**src/rtl/cpucr_prefetch.sv**
```systemverilog
// Instruction-byte prefetch unit for the CPUCR core: reads main memory sequentially,
// queues {byte, address} pairs for the decoder and flushes the queue on redirects.
module cpucr_prefetch #(
    parameter int          DEPTH      = 4,
    parameter logic [15:0] RESET_ADDR = 16'h0000
) (
    input  logic                     clk,
    input  logic                     reset_n,
    output logic [15:0]              Direccion,
    output logic                     LE,
    input  logic [7:0]               Datos,
    input  logic                     fetch_en,
    input  logic                     redirect,
    input  logic [15:0]              redirect_addr,
    output logic                     out_valid,
    input  logic                     out_ready,
    output logic [7:0]               out_byte,
    output logic [15:0]              out_addr,
    output logic [$clog2(DEPTH):0]   fill
);

    localparam int AW = $clog2(DEPTH);
    localparam int CW = AW + 1;

    typedef enum logic [1:0] {
        IDLE  = 2'd0,
        FETCH = 2'd1,
        FLUSH = 2'd2
    } state_t;

    state_t          r_state;
    logic [15:0]     r_pc;
    logic [AW-1:0]   r_wr_ptr;
    logic [AW-1:0]   r_rd_ptr;
    logic [CW-1:0]   r_count;
    logic [7:0]      r_mem_byte [DEPTH];
    logic [15:0]     r_mem_addr [DEPTH];

    logic            w_empty;
    logic            w_full;
    logic            w_pop;
    logic            w_push;

    assign w_empty = (r_count == '0);
    assign w_full  = (r_count == CW'(DEPTH));

    // A redirect discards any transfer in its cycle, so it masks both push and pop.
    assign w_pop  = !w_empty && out_ready && !redirect;
    assign w_push = (r_state == FETCH) && fetch_en && !redirect && (!w_full || w_pop);

    // The address bus is the PC register itself, so it is always a registered value.
    assign Direccion = r_pc;
    assign LE        = 1'b1;
    assign out_valid = !w_empty;
    assign fill      = r_count;
    assign out_byte  = w_empty ? 8'h00  : r_mem_byte[r_rd_ptr];
    assign out_addr  = w_empty ? 16'h0000 : r_mem_addr[r_rd_ptr];

    always_ff @(posedge clk or negedge reset_n) begin
        // NOTE: sequential state uses non-blocking assignments so every register
        // samples the pre-edge values, independent of statement order.
        if (!reset_n) begin
            r_state  <= IDLE;
            r_pc     <= RESET_ADDR;
            r_wr_ptr <= '0;
            r_rd_ptr <= '0;
            r_count  <= '0;
        end else if (redirect) begin
            r_state  <= FLUSH;
            r_pc     <= redirect_addr;
            r_wr_ptr <= '0;
            r_rd_ptr <= '0;
            r_count  <= '0;
        end else begin
            if (w_push) begin
                r_wr_ptr <= r_wr_ptr + 1'b1;
                r_pc     <= r_pc + 16'd1;
            end
            if (w_pop) begin
                r_rd_ptr <= r_rd_ptr + 1'b1;
            end
            case ({w_push, w_pop})
                2'b10:   r_count <= r_count + 1'b1;
                2'b01:   r_count <= r_count - 1'b1;
                default: r_count <= r_count;
            endcase
            case (r_state)
                IDLE:    if (fetch_en) r_state <= FETCH;
                FETCH:   if (!fetch_en) r_state <= IDLE;
                FLUSH:   r_state <= fetch_en ? FETCH : IDLE;
                default: r_state <= IDLE;
            endcase
        end
    end

    // NOTE: the storage array has no reset; an entry is only visible after it is
    // written, and the empty case forces the outputs to zero instead.
    always_ff @(posedge clk) begin
        if (w_push) begin
            r_mem_byte[r_wr_ptr] <= Datos;
            r_mem_addr[r_wr_ptr] <= Direccion;
        end
    end

endmodule

```
**config.mk**
```make
export PLATFORM = sky130hd
export DESIGN_NAME = cpucr_prefetch
export DESIGN_NICKNAME = d
export VERILOG_FILES = /design/src/rtl/cpucr_prefetch.sv
export SDC_FILE = /design/constraint.sdc
export NUM_CORES = 1
export LEC_CHECK = 0
export BUFFER_PORTS_ARGS = -buffer_cell sky130_fd_sc_hd__buf_2
export CAP_MARGIN = 20
export CORE_MARGIN = 8
export CORE_UTILIZATION = 50
export DETAILED_ROUTE_END_ITERATION = 6
export PLACE_DENSITY_LB_ADDON = 0.25
export SYNTH_ARGS = -nofsm -noshare
export SYNTH_HDL_FRONTEND = slang
export SYNTH_SLANG_ARGS = --single-unit
```
**constraint.sdc**
```tcl
create_clock -name clk -period 2.6 [get_ports clk]
set_clock_uncertainty 0.2 [all_clocks]
set_input_delay 0.13 -clock clk [delete_from_list [all_inputs] [get_ports clk]]
set_output_delay 0.13 -clock clk [all_outputs]
set_load 0.01 [all_outputs]
```
==> results.yml, run 1 <==
timing:
  maxSlewViolCount: 0
  finalSetupViolCount: 0
  finalCritPeriodShare_pct: 94.7
  fmax_mhz: 406
  min_period_ps: 2460
  whs_ps: 165
  rsz0062_at_grt: "false"
  setup_ws_ps: 137
  report.final.hold_viol_count: 0
  finalSetupTns_ps: 0
setup_path:
  cp_num_buf_inv: 1
  cp_slowest_cell: "or4_4"
  critPathLaunchType: "register"
  crit_family: "simple AND/OR/NAND/NOR gates"
  path_max_fanout: 9
  critical_path_class: "register to register"
  reg2reg_depth: 5
  slowest_delay_ps: 600
  end_kind: "register"
  rr_startpoint: "Direccion[1]$_DFFE_PN0P_"
  cp_data_arrival_time_ps: 2670
  rr_endpoint: "Direccion[7]$_DFFE_PN0P_"
  r2r_slack_ps: 140
  crit_chain: "nand3_1 -> or4_4 -> o211ai_1 -> o311ai_1 -> dlygate4sd3_1"
  crit_required_ps: 2810
global_route:
  grt_pass1_wl_um: 18200
  grt_pass1_vias: 3451
  antenna_found_initial: 0
  grt_max_degree: 27
  grt_overflow: 0
  grt_use_total_pct: 17.0
floorplan:
  rows: 37
  core_area_mm2: 0.0102
  die_x_um: 118
  initial_core_util_pct: 50.8
  die_h_um: 118
  dieArea_mm2: 0.0139
  io_pins: 74
clocking:
  path_clk_slew_ps: 60
  clk_path_buf_depth: 2
  tritoncts.num_buffers: 17
  clk_latency_ps: 520
  clock_sinks: 121
  post-cts-setup-buffers: 0
  cts_tree: "yes"
  h-tree-depth: 4
  clockRootBuffer: "clkbuf_8"
placement:
  pre_cts_slack_ps: 264
  dp_hpwl_um: 7090
  routabilityCongestion: 0.840
  port_buffers: 72
power_and_ir_drop:
  p_sw_uw: 992
  pwr-share-comb_pct: 5.1
  p_int_uw: 3810
  p_sw_share_pct: 20.6
  pwr-share-seq_pct: 45.7
  powerDensity_mw_per_mm2: 711
  leakage_uw: 0.00256
  ir_drop_uv: 397
  p_clk_share_pct: 49.2
synth:
  synth_cell_types: 48
  ys_ff_latch: 121
  synth_ff_type: "edfxtp_1"
  yosysSeqAreaShare_pct: 67.8
  synth_edf_count: 96
  syn-cell-area_mm2: 0.00518
  avgSynthCellArea_um2: 15.6
  synth_fp_nets: 366
  yosys_warnings: 0
  syn_inst: 331
  synth_async_sr_flop_share_pct: 20.7
run_status:
  outcome: "completed"
hold_path:
  holdPathStages: 2
  holdPathEnd: "r_mem_byte[3][7]$_DFFE_PP_"
  hold_start: "Datos[7]"
  hp-class: "primary input to register"
cells_and_area:
  n_fill_cell: 741
  ff_latch_area_mm2: 0.00351
  multi_input_area_mm2: 0.00154
  drive_above_1_share_pct: 31.4
  area.growth.synth_to_final_pct: 30.4
  nets: 490
  diodes: 0
route:
  drt_iter0_markers: 188
  ant_nets: 0
  wl_um: 11300
  drc_errors: 0
  vias: 3318
  wl_per_cell_um: 18.8
  drt_first_pass_iters: 4
  viasPerCell: 5.49
run:
  drv_cap: 0
## synthesized netlist by cell type, drive strengths merged, types with 3 or more instances
cell type  count  area share (%)
edfxtp        96              56
nand2         26             1.9
and2          25             3.0
dfrtp         25              12
mux4          24              10
clkbuf        16             1.2
nand3         10            0.97
nor2           9            0.65
inv            8            0.58
o21ai          8            0.77
and3           7            0.85
buf            7            0.82
o211ai         7             1.0
nor3           6            0.58
a31oi          5            0.60
ha             5             1.2
a21o           4            0.58
o311ai         4            0.68
or3            4            0.48
or4            4            0.65
a221o          3            0.58
nand2b         3            0.36
## area by class of cell
cell class | count | area share, %
timing repair buffer | 128 | 13.4
clock buffer | 19 | 6.24
sequential | 121 | 52.0
inverter | 8 | 0.445
tap | 136 | 2.52
multi-input combinational | 179 | 22.8
clock inverter | 13 | 2.59
## repair_timing
action | CTS | global route
hold buffers | 41 | 0
setup endpoints to repair | 0 | 2
endpoints found under the hold margin | 80 | 0
resized for setup | 0 | 2
## worst max path at each step
stage	slack [ps]	depth (start not counted)	from	to
6_report	140	5	Direccion[1]$_DFFE_PN0P_	Direccion[7]$_DFFE_PN0P_
5_1_grt	20	7	fill[0]$_DFFE_PN0P_	Direccion[1]$_DFFE_PN0P_
4_1_cts	70	6	fill[2]$_DFFE_PN0P_	Direccion[9]$_DFFE_PN0P_
3_5_place_dp	260	7	fill[2]$_DFFE_PN0P_	fill[2]$_DFFE_PN0P_
3_3_place_gp	350	7	fill[2]$_DFFE_PN0P_	fill[2]$_DFFE_PN0P_
2_1_floorplan	30	9	fill[0]$_DFFE_PN0P_	fill[2]$_DFFE_PN0P_
## sequential cells by signal, indices dropped and copies added (netlist names)
name        cells
r_mem_addr     64
r_mem_byte     32
Direccion      16
fill            3
r_rd_ptr        2
r_state         2
r_wr_ptr        2
## cells by family after synthesis
| family | after synthesis | share of synthesized area [%] |
|---|---|---|
| AND/OR/NAND/NOR | 103 | 11.1 |
| flip-flops | 121 | 67.8 |
| AO/OA/AOI/OAI | 41 | 5.75 |
| XOR/XNOR | 3 | 0.508 |
| other | 1 | 0.0724 |
| multiplexers | 25 | 10.6 |
| buffers and inverters | 31 | 2.56 |
| adder cells (fa/ha/maj) | 6 | 1.59 |
## layer usage
layer  vias up  track usage [%]  wire (um)  share of wire [%]
met5         -                0          0                  0
met2        98             27.9       5650                 50
met3        13             5.42        643                5.7
met1      1666             20.6       4910                 43
met4         0             6.49        134                1.2
li1       1541                -          -                  -
## placed cells by master (no fill, tap or decap), types with 3 or more instances in the layout
cell           Yosys  layout
nor2_1             9       9
nand2b_1           3       3
and3_1             7       7
nand3_1           10      10
edfxtp_1          96      96
a31oi_1            5       5
buf_2              4      72
o311ai_1           4       4
dlygate4sd3_1      0      40
nor3_1             6       6
mux4_2            24      24
or3_1              4       4
a21o_1             4       4
buf_4              1      14
or4_1              3       3
o211ai_1           7       7
nand2_1           26      26
a221o_1            3       3
dfrtp_2            0       3
inv_1              8       8
bufinv_16          0       4
ha_1               5       5
and2_1            25      25
o21ai_1            6       6
dfrtp_1           25      22
clkinv_2           0       3
clkbuf_16          0      16
## power groups by stage
stage	registers (uW)	logic (uW)	clock network [uW]
2_1_floorplan	2230	91.7	0
3_3_place_gp	2230	190	0
3_5_place_dp	2230	195	0
4_1_cts	2200	250	2390
5_1_grt	2200	270	2480
6_report	2200	247	2360
## metrics by stage
stage	instance area, um^2	util (%)	total power (uW)	std cells
after global placement	5730	56.3	2420	531
after global routing	6750	66.3	4950	604
final	6750	66.3	4810	604
after detailed placement	5730	56.3	2430	531
after floorplan	5180	-	2320	331
after CTS	6750	66.3	4840	604
Note: power is estimated with default switching activity, not from simulation.
==> run 2, diff against run 1 <==
- MAX_ROUTING_LAYER: unset -> met4
==> run 2 against run 1 <==
Effect of this change: final area unchanged; core utilization did not move; sequential power about the same; total power barely moved; critical path depth unchanged; via count decreased by 0.51%; highest routed layer unchanged; die area is the same; non-clock buffer count unchanged; wire length is 0.16% higher; combinational power barely moved.
==> results.yml, run 2 (same netlist as run 1, synthesis figures left out) <==
run_status:
  outcome: "completed"
setup_path:
  crit_required_ps: 2800
  critical_path_class: "register to register"
  path_max_fanout: 9
  cp_data_arrival_time_ps: 2660
  critPathLaunchType: "register"
  end_kind: "register"
timing:
  fmax_mhz: 407
  min_period_ps: 2460
  maxSlewViolCount: 0
  finalCritPeriodShare_pct: 94.5
  finalSetupTns_ps: 0
  finalSetupViolCount: 0
  report.final.hold_viol_count: 0
  rsz0062_at_grt: "false"
route:
  viasPerCell: 5.47
  drt_first_pass_iters: 5
  wl_um: 11400
  drt_iter0_markers: 207
  vias: 3301
  drc_errors: 0
  ant_nets: 0
  wl_per_cell_um: 18.8
global_route:
  grt_use_total_pct: 17.5
  grt_max_degree: 27
  grt_overflow: 0
  grt_pass1_wl_um: 18200
  antenna_found_initial: 0
  grt_pass1_vias: 3457
floorplan:
  die_h_um: 118
  io_pins: 74
  initial_core_util_pct: 50.8
  rows: 37
  core_area_mm2: 0.0102
  dieArea_mm2: 0.0139
  die_x_um: 118
clocking:
  path_clk_slew_ps: 60
  cts_tree: "yes"
  clk_path_buf_depth: 2
  clockRootBuffer: "clkbuf_8"
  clk_latency_ps: 520
  tritoncts.num_buffers: 17
  clock_sinks: 121
  post-cts-setup-buffers: 0
  h-tree-depth: 4
cells_and_area:
  final_common_cell: "edfxtp_1"
  drive_above_1_share_pct: 31.4
  nets: 490
  multi_input_area_mm2: 0.00154
  final_cell_mix: "edfxtp_1 (96), buf_2 (72), dlygate4sd3_1 (40), nand2_1 (26), and2_1 (25)"
  fin_util_pct: 66.3
  n_fill_cell: 741
  largest_reg_flops: 64
  diodes: 0
  ff_latch_area_mm2: 0.00351
  top_register: "r_mem_addr"
  area.growth.synth_to_final_pct: 30.4
power_and_ir_drop:
  p_sw_uw: 989
  p_int_uw: 3810
  leakage_uw: 0.00256
  p_clk_share_pct: 49.1
  pwr-share-seq_pct: 45.7
  powerDensity_mw_per_mm2: 711
  pwr-share-comb_pct: 5.1
  p_sw_share_pct: 20.6
  ir_drop_uv: 398
hold_path:
  hp-class: "primary input to register"
placement:
  routabilityCongestion: 0.853
  port_buffers: 72
  dp_hpwl_um: 7090
run:
  drv_cap: 0
-- run 2: power groups by stage --
stage               Clock, uW  Combinational, uW  Sequential (uW)
CTS                      2390                250             2200
floorplan                   0               91.7             2230
global route             2470                270             2200
global placement            0                190             2230
finish                   2360                247             2200
detailed placement          0                195             2230
-- run 2: layout make-up --
cell class | count | area share [%]
Sequential cell | 121 | 52.0
Clock inverter | 13 | 2.59
Tap cell | 136 | 2.52
Multi-Input combinational cell | 179 | 22.8
Timing Repair Buffer | 128 | 13.4
Clock buffer | 19 | 6.24
Inverter | 8 | 0.445
-- run 2: path summary, 6_finish.rpt --
kind | startpoint | end | cells after the start | slack (ps)
setup / recovery | Direccion[1]$_DFFE_PN0P_ | Direccion[9]$_DFFE_PN0P_ | 5 | 140
hold / removal | redirect_addr[2] | Direccion[2]$_DFFE_PN0P_ | 4 | 170
setup reg to reg | Direccion[1]$_DFFE_PN0P_ | Direccion[9]$_DFFE_PN0P_ | 5 | 140
hold reg to reg | r_wr_ptr[0]$_DFFE_PN0P_ | r_wr_ptr[0]$_DFFE_PN0P_ | 1 | 360
max in group asynchronous | reset_n | Direccion[0]$_DFFE_PN0P_ | 4 | 1610
min in group asynchronous | reset_n | Direccion[9]$_DFFE_PN0P_ | 4 | 420
-- run 2: metrics by stage --
stage                     worst slack, ps  cell area [um^2]  std cells  total power (uW)  hold WS, ps
after floorplan                      28.3              5180        331              2320         -366
after global placement                348              5730        531              2420        -39.0
after detailed placement              264              5730        531              2430        -40.4
after CTS                            68.7              6750        604              4840          143
after global routing                 17.3              6750        604              4950          170
final                                 143              6750        604              4800          168
-- run 2: repair_timing --
action | CTS | global route
endpoints found under the setup margin | 0 | 2
hold endpoints to repair | 80 | 0
gates resized for setup | 0 | 2
hold buffers | 41 | 0
-- run 2: metal layers --
layer	track usage (%)	share of wire, %	vias up	wire (um)
met1	20.8	43	1631	4890
li1	-	-	1542	-
met4	7.21	1.2	0	140
met5	-	0	-	0
met2	27.9	50	118	5730
met3	4.51	5.2	10	595
-- run 2: worst max-delay path, cell delays in order, from the launching register on --
cell	delay, ps
dfrtp_1	460
nand3_1	200
or4_4	590
o211ai_1	180
o311ai_1	120
dlygate4sd3_1	580
